$ cat src/rtl/comparador_secuencial.sv
// Registered signed/unsigned comparator with valid/ready handshake and optional per-frame outcome counters.
// Define COMPARADOR_CONTADORES_EN to build the frame statistics (idx, cnt_*, frame_done); otherwise they are tied to 0.
module comparador_secuencial #(
  parameter int WIDTH  = 8,
  parameter bit SIGNED = 1'b1,
  parameter int FRAME  = 16,
  parameter int CW     = $clog2(FRAME + 1)
) (
  input  logic             clk,
  input  logic             rst_n,
  input  logic             clear,
  input  logic             in_valid,
  output logic             in_ready,
  input  logic [WIDTH-1:0] a,
  input  logic [WIDTH-1:0] b,
  output logic             out_valid,
  input  logic             out_ready,
  output logic             igual,
  output logic             mayor,
  output logic             menor,
  output logic             frame_done,
  output logic [CW-1:0]    cnt_igual,
  output logic [CW-1:0]    cnt_mayor,
  output logic [CW-1:0]    cnt_menor,
  output logic [CW-1:0]    idx
);

  logic r_rstDone;
  logic r_outValid;
  logic r_igual;
  logic r_mayor;
  logic r_menor;

  logic w_accept;
  logic w_eq;
  logic w_gt;
  logic w_lt;

  assign w_eq = (a == b);
  assign w_gt = SIGNED ? ($signed(a) > $signed(b)) : (a > b);
  assign w_lt = SIGNED ? ($signed(a) < $signed(b)) : (a < b);

  // in_ready stays low until the first clock edge after reset release
  assign in_ready = r_rstDone && !clear && (!r_outValid || out_ready);
  assign w_accept = in_valid && in_ready;

  always_ff @(posedge clk or negedge rst_n) begin
    if (!rst_n) begin
      r_rstDone <= 1'b0;
    end else begin
      r_rstDone <= 1'b1;
    end
  end

  // A new accept wins over consumption, so the output register never bubbles
  always_ff @(posedge clk or negedge rst_n) begin
    if (!rst_n) begin
      r_outValid <= 1'b0;
      r_igual    <= 1'b0;
      r_mayor    <= 1'b0;
      r_menor    <= 1'b0;
    end else if (clear) begin
      r_outValid <= 1'b0;
      r_igual    <= 1'b0;
      r_mayor    <= 1'b0;
      r_menor    <= 1'b0;
    end else if (w_accept) begin
      r_outValid <= 1'b1;
      r_igual    <= w_eq;
      r_mayor    <= w_gt;
      r_menor    <= w_lt;
    end else if (r_outValid && out_ready) begin
      r_outValid <= 1'b0;
      r_igual    <= 1'b0;
      r_mayor    <= 1'b0;
      r_menor    <= 1'b0;
    end
  end

  assign out_valid = r_outValid;
  assign igual     = r_igual;
  assign mayor     = r_mayor;
  assign menor     = r_menor;

`ifdef COMPARADOR_CONTADORES_EN
  logic [CW-1:0] r_idx;
  logic [CW-1:0] r_runIgual;
  logic [CW-1:0] r_runMayor;
  logic [CW-1:0] r_runMenor;
  logic [CW-1:0] r_cntIgual;
  logic [CW-1:0] r_cntMayor;
  logic [CW-1:0] r_cntMenor;
  logic          r_frameDone;

  logic [CW-1:0] w_incIgual;
  logic [CW-1:0] w_incMayor;
  logic [CW-1:0] w_incMenor;

  assign w_incIgual = r_runIgual + {{(CW-1){1'b0}}, w_eq};
  assign w_incMayor = r_runMayor + {{(CW-1){1'b0}}, w_gt};
  assign w_incMenor = r_runMenor + {{(CW-1){1'b0}}, w_lt};

  // Counting follows accepts, so a frame can close while its last result is still stalled
  always_ff @(posedge clk or negedge rst_n) begin
    if (!rst_n) begin
      r_idx       <= '0;
      r_runIgual  <= '0;
      r_runMayor  <= '0;
      r_runMenor  <= '0;
      r_cntIgual  <= '0;
      r_cntMayor  <= '0;
      r_cntMenor  <= '0;
      r_frameDone <= 1'b0;
    end else if (clear) begin
      r_idx       <= '0;
      r_runIgual  <= '0;
      r_runMayor  <= '0;
      r_runMenor  <= '0;
      r_cntIgual  <= '0;
      r_cntMayor  <= '0;
      r_cntMenor  <= '0;
      r_frameDone <= 1'b0;
    end else begin
      r_frameDone <= 1'b0;
      if (w_accept) begin
        if (r_idx == CW'(FRAME - 1)) begin
          r_cntIgual  <= w_incIgual;
          r_cntMayor  <= w_incMayor;
          r_cntMenor  <= w_incMenor;
          r_runIgual  <= '0;
          r_runMayor  <= '0;
          r_runMenor  <= '0;
          r_idx       <= '0;
          r_frameDone <= 1'b1;
        end else begin
          r_runIgual  <= w_incIgual;
          r_runMayor  <= w_incMayor;
          r_runMenor  <= w_incMenor;
          r_idx       <= r_idx + CW'(1);
        end
      end
    end
  end

  assign idx        = r_idx;
  assign cnt_igual  = r_cntIgual;
  assign cnt_mayor  = r_cntMayor;
  assign cnt_menor  = r_cntMenor;
  assign frame_done = r_frameDone;
`else
  assign idx        = '0;
  assign cnt_igual  = '0;
  assign cnt_mayor  = '0;
  assign cnt_menor  = '0;
  assign frame_done = 1'b0;
`endif

endmodule
$ cat config.mk
export PLATFORM = sky130hd
export DESIGN_NAME = comparador_secuencial
export DESIGN_NICKNAME = d
export VERILOG_FILES = /design/src/rtl/comparador_secuencial.sv
export SDC_FILE = /design/constraint.sdc
export NUM_CORES = 1
export LEC_CHECK = 0
export ABC_AREA = 1
export BUFFER_PORTS_ARGS = -buffer_cell sky130_fd_sc_hd__buf_2
export CORE_MARGIN = 8
export CORE_UTILIZATION = 35
export CTS_BUF_LIST = sky130_fd_sc_hd__clkbuf_4 sky130_fd_sc_hd__clkbuf_8 sky130_fd_sc_hd__clkbuf_16
export DETAILED_ROUTE_END_ITERATION = 6
export PLACE_DENSITY = 0.78
export SYNTH_ARGS = -nofsm -noshare
export SYNTH_HDL_FRONTEND = slang
export SYNTH_SLANG_ARGS = --single-unit
$ cat constraint.sdc
create_clock -name clk -period 2.45 [get_ports clk]
set_input_delay 0.49 -clock clk [delete_from_list [all_inputs] [get_ports clk]]
set_output_delay 0.49 -clock clk [all_outputs]
set_load 0.005 [all_outputs]
After elaboration in Yosys (flattened, before gate mapping)
Index checks and enable logic that the tools add are counted.
{"block": "classes", "n_lt_le_gt_ge": 2, "n_eq_ne": 1, "n_mux": 9, "reduce_logical": 8}
{"op": "$mux W1", "count": 9}
{"op": "$eq A8 B8 Y1", "count": 1}
{"op": "$gt A8 B8 Y1", "count": 1}
{"op": "$lt A8 B8 Y1", "count": 1}
{"op": "$logic_and A1 B1 Y1", "count": 4}
{"op": "$reduce_bool A3 Y1", "count": 1}
{"op": "$logic_not A1 Y1", "count": 2}
{"op": "$logic_or A1 B1 Y1", "count": 1}
{"block": "word_totals", "inputBits": 21, "ff_bits": 5, "out_inout_bits": 26, "word_cells": 25}

Depth between registers and ports, before layout
Gate-level depths: netlist (run 1).
{"block": "depth", "ltp_word": 6, "mapped_depth": 13, "ltp_nobuf": 13}

Least setup slack after synthesis (run 1)
OpenSTA, ideal clock, no wires.
{"block": "synth_path", "path_type": "input to register", "startpoint": "in b[5]", "endpoint": "reg r_menor, in the netlist menor", "setup_ns": 0.116, "n_path_buf": 0, "path_slack_ns": 1.036, "cell_stages": 10, "required_time_ns": 2.334, "t_arrival_ns": 1.298, "path_cell_list": "inv_1 ha_1 a21oi_1 nor2_1 nor2_1 nand2_1 nand2_1 nand2_1 nand2_1 nand2_1"}
{"block": "synth_between", "elab_chain_len": 3}
{"item": "from (decl)", "line": "15", "text": "input logic [WIDTH-1:0] b,"}
{"item": "$lt A8 B8 Y1", "line": "41", "text": "assign w_lt = SIGNED ? ($signed(a) < $signed(b)) : (a < b);"}
{"item": "$mux W1", "line": "67", "text": "end else if (w_accept) begin"}
{"item": "$mux W1", "line": "62", "text": "end else if (clear) begin"}
{"item": "to (signal assigned)", "line": "71", "text": "r_menor <= w_lt;"}
{"item": "to (decl)", "line": "32", "text": "logic r_menor;"}
No other way between the ends.
A chain may end at the register's enable or synchronous reset.

Final worst setup path (run 1)
{"block": "layout_path", "startpoint": "reg r_outValid, in the netlist out_valid", "endpoint": "out in_ready"}
{"block": "layout_between", "elab_chain_len": 3}
{"item": "from (decl)", "line": "29", "text": "logic r_outValid;"}
{"item": "from (signal assigned)", "line": "58", "text": "r_outValid <= 1'b0;"}
{"item": "from (signal assigned)", "line": "63", "text": "r_outValid <= 1'b0;"}
{"item": "from (signal assigned)", "line": "68", "text": "r_outValid <= 1'b1;"}
{"item": "$logic_not A1 Y1", "line": "44", "text": "assign in_ready = r_rstDone && !clear && (!r_outValid || out_ready);"}
{"item": "$logic_or A1 B1 Y1", "line": "44"}
{"item": "$logic_and A1 B1 Y1", "line": "44"}
{"item": "to (decl)", "line": "13", "text": "output logic in_ready,"}
No other way between the ends.

==> results of run 1 <==
per-layer routing:
| layer | GRT usage [%] | routed length (um) | vias to the layer above |
|---|---|---|---|
| met4 | 3.15 | 11 | 0 |
| met5 | 0 | 0 | - |
| met2 | 16.4 | 694 | 26 |
| met3 | 5.52 | 159 | 4 |
| li1 | - | - | 271 |
| met1 | 7.22 | 470 | 220 |
report_power, final:
group          switching, mW  leakage [nW]  internal (mW)
clock                 0.0317        0.0184         0.0725
combinational         0.0495         0.403         0.0356
sequential           0.00343        0.0654         0.0887
total                 0.0845         0.486          0.197
worst max-delay path by stage:
| stage | startpoint | endpoint | slack (ns) | cells after the start |
|---|---|---|---|---|
| 2_1_floorplan | b[5] | menor | 1.04 | 10 |
| 3_3_place_gp | a[5] | menor | 0.90 | 10 |
| 3_5_place_dp | a[5] | menor | 0.84 | 10 |
| 4_1_cts | out_valid | in_ready | 0.94 | 4 |
| 5_1_grt | out_valid | in_ready | 0.90 | 4 |
| 6_report | out_valid | in_ready | 0.96 | 4 |
cell usage in the layout (no fill, tap or decap):
cell type / count
a21oi_1: 4
inv_2: 2
o21ai_2: 1
nand2_4: 1
nand2_1: 18
nor2_2: 1
nand2_2: 1
conb_1: 22
ha_1: 8
dfrtp_1: 5
a21oi_2: 1
nor2_4: 1
clkbuf_4: 4
nor2_1: 4
inv_1: 13
o21ai_1: 1
buf_2: 25
nand3_1: 2
registers in the layout, summed over array words and instances, names as in the netlist:
register,count
igual,1
mayor,1
out_valid,1
menor,1
r_rstDone,1
cell type report:
type,count,share of cell area (%)
clock buffers,4,4.23
inverters,15,7.92
multi-input cells,65,49.6
flip-flops and latches,5,17.6
well taps,17,2.99
repair buffers,25,17.6
stage by stage:
| stage | hold WS (ns) | util [%] | power (mW) | instances |
|---|---|---|---|---|
| CTS | 0.0488 | 42.1 | 0.285 | 131 |
| global placement | 0.307 | 40.3 | 0.173 | 127 |
| global route | 0.0383 | 42.1 | 0.314 | 131 |
| floorplan | 0.194 | - | 0.168 | 106 |
| detailed placement | 0.309 | 40.3 | 0.178 | 127 |
| finish | 0.0548 | 42.1 | 0.281 | 131 |
cells by family (layout without fill, tap and decap cells):
family | count (synthesis) | count (layout) | synth area share [%]
AND/OR/NAND/NOR | 28 | 28 | 20.7
buffers and inverters | 36 | 44 | 34.7
flip-flops | 5 | 5 | 20.3
adder cells (fa/ha/maj) | 8 | 8 | 16.2
other | 2 | 22 | 1.22
AO/OA/AOI/OAI | 7 | 7 | 6.90
==> impl_metrics.csv, run 1 <==
group,metric,value,unit
clock_network,numCtsBuffers,3,
cells_and_area,multi_input_area,353,um^2
setup_path,crit_chain,"inv_2 -> o21ai_2 -> nor2_4 -> buf_2",
timing,grt_setup_unrepaired,"no",
route,wirelength,1340,um
die,die_area,3360,um^2
timing,finalSetupTns,0,ns
clock_network,worstSkewPairLatency,0.24,ns
route,routedWlPerCell,10.2,um
logic_synthesis,ys_async_sr_fraction,100,%
grt,grt-ovfl-total,0,
grt,grt_first_pass_wirelength,2260,um
setup_path,cp_data_arrival_time,1.00,ns
logic_synthesis,ys_seq_area_share,20.3,%
route,route.detailed.drc,0,
setup_path,rrSetupSlack,1.38,ns
timing,fin_ws,0.958,ns
die,core_area,1690,um^2
cells_and_area,seq_area,125,um^2
grt,grt_max_degree,6,
setup_path,max_stage_delay,0.39,ns
timing,slew_viol_final,0,
timing,fin_worst_skew,0.00468,ns
logic_synthesis,synth_top_area_share,25.6,%
logic_synthesis,syn_area_per_cell,7.17,um^2
placed_design,placement.io_buffers,25,
logic_synthesis,yosys.cell_types.count,17,
timing,hold_viol,0,
clock_network,cts.path.max_buffers,2,
placed_design,dp_hpwl,1250,um
die,initial_core_util,36.5,%
logic_synthesis,post-synth-top-count-cell,"buf_4",
logic_synthesis,synth_area_leaders,"buf_4, dfrtp_1, ha_1",
logic_synthesis,synthFlopType,"dfrtp_1",
die,num_rows,15,
logic_synthesis,synth.cells.most_frequent,"buf_4, nand2_1, inv_1, ha_1, dfrtp_1",
placed_design,post-place-ws,0.842,ns
grt,track_usage,8.76,%
cells_and_area,nets,144,
route,firstDrtPassIters,2,
setup_path,critical_path.slowest_cell,"dfrtp_1",
setup_path,cp.required,1.96,ns
placed_design,placed_area,681,um^2
route,vias_per_cell,3.98,
route,ant_nets,0,
clock_network,clock-sinks,5,
setup_path,cp-start-kind,"register",
setup_path,cp_max_fo,3,
clock_network,cts_hold_buf,0,
setup_path,crit_type,"register to primary output",
grt,antenna_found_initial,0,
cells_and_area,drive_gt1_share,32.5,%
logic_synthesis,syn_inst,86,
cells_and_area,nFillCells,188,
grt,grt_pass1_vias,569,
die,boundaryPins,47,
logic_synthesis,yosysWarnings,0,
setup_path,reg2reg_from,"out_valid",
clock_network,cts_resized,0,
route,dr.first_iter.drc_count,1,
cells_and_area,area_delta_synth_final,15.2,%
cells_and_area,design_area,711,um^2
timing,fmax,670,MHz
clock_network,post_cts_buffers,0,
die,die_y,58.0,um
route,vias,521,
setup_path,r2r-end,"mayor",
setup_path,r2r_cells,7,
setup_path,path_buf_inv,2,
power,p_per_area,396,nW/um^2
flow_run,drv_cap,0,
logic_synthesis,synth-edff-count,0,
hold_path,hp-class,"input port to async pin",
timing,period_share,60.9,%
power,ir_drop,0.000172,V
clock_network,clk_pin_slew,0.04,ns
clock_network,root_buffer,"clkbuf_4",
run_status,status,"completed",
logic_synthesis,yosys_register_bits,5,
cells_and_area,n_antenna_cell,0,
die,chipWidth,58.0,um
clock_network,cts_tree,"done",
power,p_leak,0.486,nW
setup_path,critPathTopFamily,"flip-flops",
placed_design,gp_congestion,0.667,
setup_path,crit_path_end_kind,"primary output",
logic_synthesis,yosysTopAreaCell,"buf_4",
timing,setup_violations,0,
logic_synthesis,synth_area,617,um^2
timing,period_needed,1.49,ns
clock_network,cts.htree.levels,1,
Note: power is estimated with default switching activity, not from simulation.
==> inputs of run 2 (changes only) <==
- ABC_AREA: 1 -> 0
- PLACE_DENSITY: 0.78 -> 0.81
- clock period: 2.45 -> 1.36 ns (I/O delays scaled with it)
==> run 2 against run 1 <==
  * Design area rose by 3.0%
  * Critical endpoint unchanged
  * First-iteration DRC count grew to 5.0 times the previous value
  * Worst setup slack worse by 0.90 ns
  * Largest cell class unchanged
==> impl_metrics.csv, run 2 <==
group,metric,value,unit
run_status,status,"completed",
timing,slew_viol_final,0,
logic_synthesis,syn_inst,69,
clock_network,clock-sinks,5,
cells_and_area,area_delta_synth_final,19.4,%
grt,grt_max_degree,6,
power,ir_drop,0.000579,V
die,die_y,57.9,um
clock_network,numCtsBuffers,3,
cells_and_area,drive_gt1_share,39.0,%
power,p_leak,0.433,nW
logic_synthesis,yosys.cell_types.count,20,
logic_synthesis,synth.cells.most_frequent,"buf_4, inv_1, ha_1, dfrtp_1",
logic_synthesis,syn_area_per_cell,8.89,um^2
setup_path,cp.required,1.09,ns
grt,grt.busiest_layer,"met2",
logic_synthesis,synth_area_leaders,"buf_4, dfrtp_1, ha_1",
timing,setup_violations,0,
die,num_rows,15,
clock_network,root_buffer,"clkbuf_4",
placed_design,gp_congestion,0.668,
timing,finalSetupTns,0,ns
timing,period_needed,1.30,ns
die,core_area,1690,um^2
die,initial_core_util,36.3,%
cells_and_area,nets,130,
die,chipWidth,57.9,um
die,boundaryPins,47,
route,dr.first_iter.drc_count,5,
grt,use_met2,13.1,%
clock_network,cts.path.max_buffers,2,
grt,grt_pass1_vias,513,
logic_synthesis,yosysTopAreaCell,"buf_4",
hold_path,hp-class,"input port to register",
cells_and_area,seq_area,125,um^2
logic_synthesis,post-synth-top-count-cell,"buf_4",
timing,whs,0.255,ns
route,vias,505,
clock_network,worstSkewPairLatency,0.25,ns
grt,grt_first_pass_wirelength,2030,um
timing,fin_worst_skew,0.00659,ns
setup_path,crit_path_end_kind,"primary output",
logic_synthesis,synthFlopType,"dfrtp_1",
logic_synthesis,ys_seq_area_share,20.4,%
route,routedWlPerCell,11.8,um
route,vias_per_cell,4.32,
logic_synthesis,yosys_register_bits,5,
timing,period_share,95.7,%
route,firstDrtPassIters,4,
route,ant_nets,0,
logic_synthesis,synth-edff-count,0,
placed_design,placement.io_buffers,25,
logic_synthesis,synth_top_area_share,25.7,%
cells_and_area,nFillCells,171,
grt,grt-ovfl-total,0,
timing,grt_setup_unrepaired,"no",
setup_path,cp_data_arrival_time,1.03,ns
clock_network,cts_resized,0,
setup_path,cp_max_fo,3,
hold_path,hold_depth,2,
logic_synthesis,ys_async_sr_fraction,100,%
clock_network,cts_tree,"done",
route,wirelength,1390,um
die,die_area,3350,um^2
flow_run,drv_cap,0,
setup_path,crit_type,"register to primary output",
timing,hold_viol,0,
route,route.detailed.drc,0,
cells_and_area,final_common_cell,"buf_2",
grt,track_usage,7.82,%
timing,fmax,769,MHz
grt,met1_usage,7.11,%
cells_and_area,multi_input_area,372,um^2
cells_and_area,n_antenna_cell,0,
logic_synthesis,synth_area,613,um^2
setup_path,r2r_cells,5,
grt,antenna_found_initial,0,
logic_synthesis,yosysWarnings,0,
grt,met3_usage,7.06,%
power,p_per_area,690,nW/um^2
clock_network,cts.htree.levels,1,
placed_design,dp_hpwl,1210,um
clock_network,clk_pin_slew,0.05,ns
setup_path,cp-start-kind,"register",
cells_and_area,final_cell_mix,"buf_2, conb_1, inv_1",
==> run 2: cell count changes after synthesis, sizes merged, moves of 2 or more <==
cell    change
nor2b       +2
nand2b      +2
nor2        -6
a21oi       -2
nand2      -17
a211oi      +3
inv         -6
a31o        +2
==> run 2: power by group <==
part	internal [mW]	switching, mW
Sequential	0.156	0.00393
Combinational	0.0665	0.0774
Clock	0.131	0.0694
Total	0.354	0.151
==> run 2: final cells by class <==
| class | instances | share of cell area [%] |
|---|---|---|
| Inverter | 9 | 4.62 |
| Clock buffer | 4 | 4.10 |
| Multi-Input combinational cell | 54 | 50.8 |
| Sequential cell | 5 | 17.1 |
| Tap cell | 17 | 2.91 |
| Timing Repair Buffer | 28 | 20.5 |
==> run 2: final timing paths <==
check | start | endpoint | slack, ns
worst max-delay path | r_rstDone | in_ready | 0.06
max in group asynchronous | rst_n | r_rstDone | 0.84
min in group asynchronous | rst_n | out_valid | 0.38
worst min register to register | igual | igual | 0.51
worst min-delay path | clear | out_valid | 0.25
worst max register to register | out_valid | igual | 0.13
==> run 2: cell families after synthesis <==
kind of cell	count (synthesis)	synth area share (%)
compound gates	11	15.5
flops	5	20.4
other cells	2	1.22
fa+ha+maj	8	16.3
buf+inv	30	31.2
simple gates	13	15.3
==> run 2: per-layer routing <==
layer	up-vias	wire, um
met5	-	0
met4	0	0
met3	0	282
met2	33	635
met1	225	468
li1	247	-
==> run 2: per-stage QoR <==
stage	instances	total power [mW]	setup WS, ns	util [%]	area [um^2]
final	117	0.505	0.0592	43.3	732
after global routing	117	0.545	0.0139	43.3	732
after CTS	116	0.509	0.0273	42.9	724
after detailed placement	111	0.302	-0.154	40.5	684
after global placement	111	0.297	-0.149	40.5	684
after floorplan	89	0.284	0.0515	-	688
==> run 2: critical path, cell delays in order (launching register included) <==
cell and delay (ns):
dfrtp_1 0.34, nor2b_2 0.17, and2_1 0.15, buf_2 0.12
==> run 2: timing repair <==
item,CTS,global route
setup buffers,0,1
setup endpoints to repair,0,1
endpoints found under the hold margin,5,0
hold buffers,1,0
==> inputs of run 3 (changes only) <==
- PLACE_DENSITY: 0.81 -> default
- PLACE_DENSITY_LB_ADDON: default -> 0.15
==> run 3 against run 2 <==
  * Cell count decreased by 0.85%
  * Via count is 4.6% lower
  * Sequential share of layout area unchanged
  * Worst setup slack improved by 0.0091 ns
  * Non-clock buffer count down 1
  * Core utilization did not move
  * Critical path depth unchanged
  * Count of clock-buffer cells in the layout unchanged
  * Die area is the same
  * First-iteration DRC count shrank 40%
  * Sequential cell count unchanged
  * Critical path type unchanged
==> impl_metrics.csv, run 3 (synthesis gave the netlist of run 2 again) <==
group,metric,value,unit
placed_design,placement.io_buffers,25,
setup_path,reg2reg_from,"out_valid",
timing,finalSetupTns,0,ns
clock_network,cts_tree,"done",
setup_path,cp_max_fo,4,
setup_path,cp-endpoint,"in_ready",
route,dr.first_iter.drc_count,3,
route,firstDrtPassIters,4,
cells_and_area,nets,129,
power,p_leak,0.434,nW
route,route.detailed.drc,0,
clock_network,clk_pin_slew,0.05,ns
clock_network,cts.path.max_buffers,2,
setup_path,crit_chain,"nand2b_4 -> and2_1 -> buf_2",
grt,grt-ovfl-total,0,
setup_path,crit_path_end_kind,"primary output",
clock_network,worstSkewPairLatency,0.25,ns
timing,slew_viol_final,0,
timing,setup_violations,0,
timing,hold_viol,0,
clock_network,cts.htree.levels,1,
setup_path,cp-start-kind,"register",
grt,grt_pass1_vias,490,
setup_path,r2r_cells,4,
route,wirelength,1290,um
die,die_y,57.9,um
cells_and_area,nFillCells,191,
die,chipWidth,57.9,um
grt,track_usage,7.40,%
power,p_per_area,682,nW/um^2
die,die_area,3350,um^2
power,power,0.499,mW
timing,fmax,774,MHz
setup_path,crit_type,"register to primary output",
placed_design,dp_hpwl,1110,um
route,vias_per_cell,4.16,
cells_and_area,drive_gt1_share,39.4,%
setup_path,critPathTopFamily,"flip-flops",
setup_path,critPathLaunch,"out_valid",
setup_path,cp_data_arrival_time,1.02,ns
setup_path,r2r-end,"igual",
grt,antenna_found_initial,0,
grt,grt_first_pass_wirelength,1990,um
setup_path,path_buf_inv,1,
placed_design,gp_congestion,0.636,
clock_network,clock-sinks,5,
route,vias,482,
placed_design,post-place-ws,-0.122,ns
setup_path,rrSetupSlack,0.21,ns
cells_and_area,area_delta_synth_final,19.4,%
timing,period_needed,1.29,ns
hold_path,hp-class,"input port to register",
route,ant_nets,0,
setup_path,critical_path.slowest_cell,"dfrtp_1",
timing,fin_worst_skew,0.00782,ns
setup_path,cp.required,1.09,ns
cells_and_area,n_antenna_cell,0,
timing,fin_ws,0.0682,ns
die,boundaryPins,47,
timing,period_share,95.0,%
flow_run,drv_cap,0,
cells_and_area,multi_input_area,379,um^2
cells_and_area,seq_area,125,um^2
clock_network,numCtsBuffers,3,
die,initial_core_util,36.3,%
power,ir_drop,0.000425,V
timing,grt_setup_unrepaired,"no",
setup_path,worst-path-stages,3,
run_status,status,"completed",
cells_and_area,final_cell_mix,"buf_2, conb_1, inv_1",
grt,grt_max_degree,6,
die,num_rows,15,
placed_design,placed_area,684,um^2
timing,whs,0.246,ns
route,routedWlPerCell,11.1,um
cells_and_area,final_common_cell,"buf_2",
cells_and_area,design_area,732,um^2
setup_path,max_stage_delay,0.41,ns
clock_network,root_buffer,"clkbuf_4",
die,core_area,1690,um^2
-- run 3: changes by cell type in the layout (fill, tap and decap cells not counted) --
cell	change
nand2b_1	-1
buf_4	-1
nand2b_4	+1
-- run 3: power breakdown --
part	leakage (nW)	switching, mW	internal (mW)	total [mW]
logic	0.350	0.0744	0.0660	0.140
registers	0.0659	0.00485	0.157	0.161
clock network	0.0184	0.0660	0.131	0.197
-- run 3: area by class of cell --
type                       count  area share, %
timing repair buffer          27           19.5
sequential                     5           17.1
multi-input combinational     54           51.8
tap                           17           2.91
inverter                       9           4.62
clock buffer                   4           4.10
-- run 3: worst min-delay path by stage --
| stage | startpoint | endpoint | depth (start not counted) |
|---|---|---|---|
| 3_3_place_gp | rst_n | mayor | 1 |
| 3_5_place_dp | rst_n | menor | 1 |
| 4_1_cts | clear | out_valid | 2 |
| 5_1_grt | clear | out_valid | 2 |
| 6_report | clear | out_valid | 2 |
| 2_1_floorplan | rst_n | igual | 0 |
-- run 3: what timing repair did --
| action | CTS | global route |
|---|---|---|
| gates resized for setup | 0 | 1 |
| hold buffers | 1 | 0 |
| setup buffers | 0 | 0 |
| endpoints found under the setup margin | 0 | 1 |
| endpoints found under the hold margin | 5 | 0 |
-- run 3: through the flow --
| stage | std cells | utilization [%] |
|---|---|---|
| 2_1_floorplan | 89 | - |
| 3_3_place_gp | 111 | 40.5 |
| 3_5_place_dp | 111 | 40.5 |
| 4_1_cts | 116 | 42.9 |
| 5_1_grt | 116 | 43.3 |
| 6_report | 116 | 43.3 |
-- run 3: metal layers --
metal | GRT usage [%] | vias up | wire [um]
met1 | 7.84 | 210 | 522
li1 | - | 244 | -
met4 | 2.10 | 0 | 0
met5 | 0 | - | 0
met2 | 10.8 | 28 | 567
met3 | 6.18 | 0 | 199
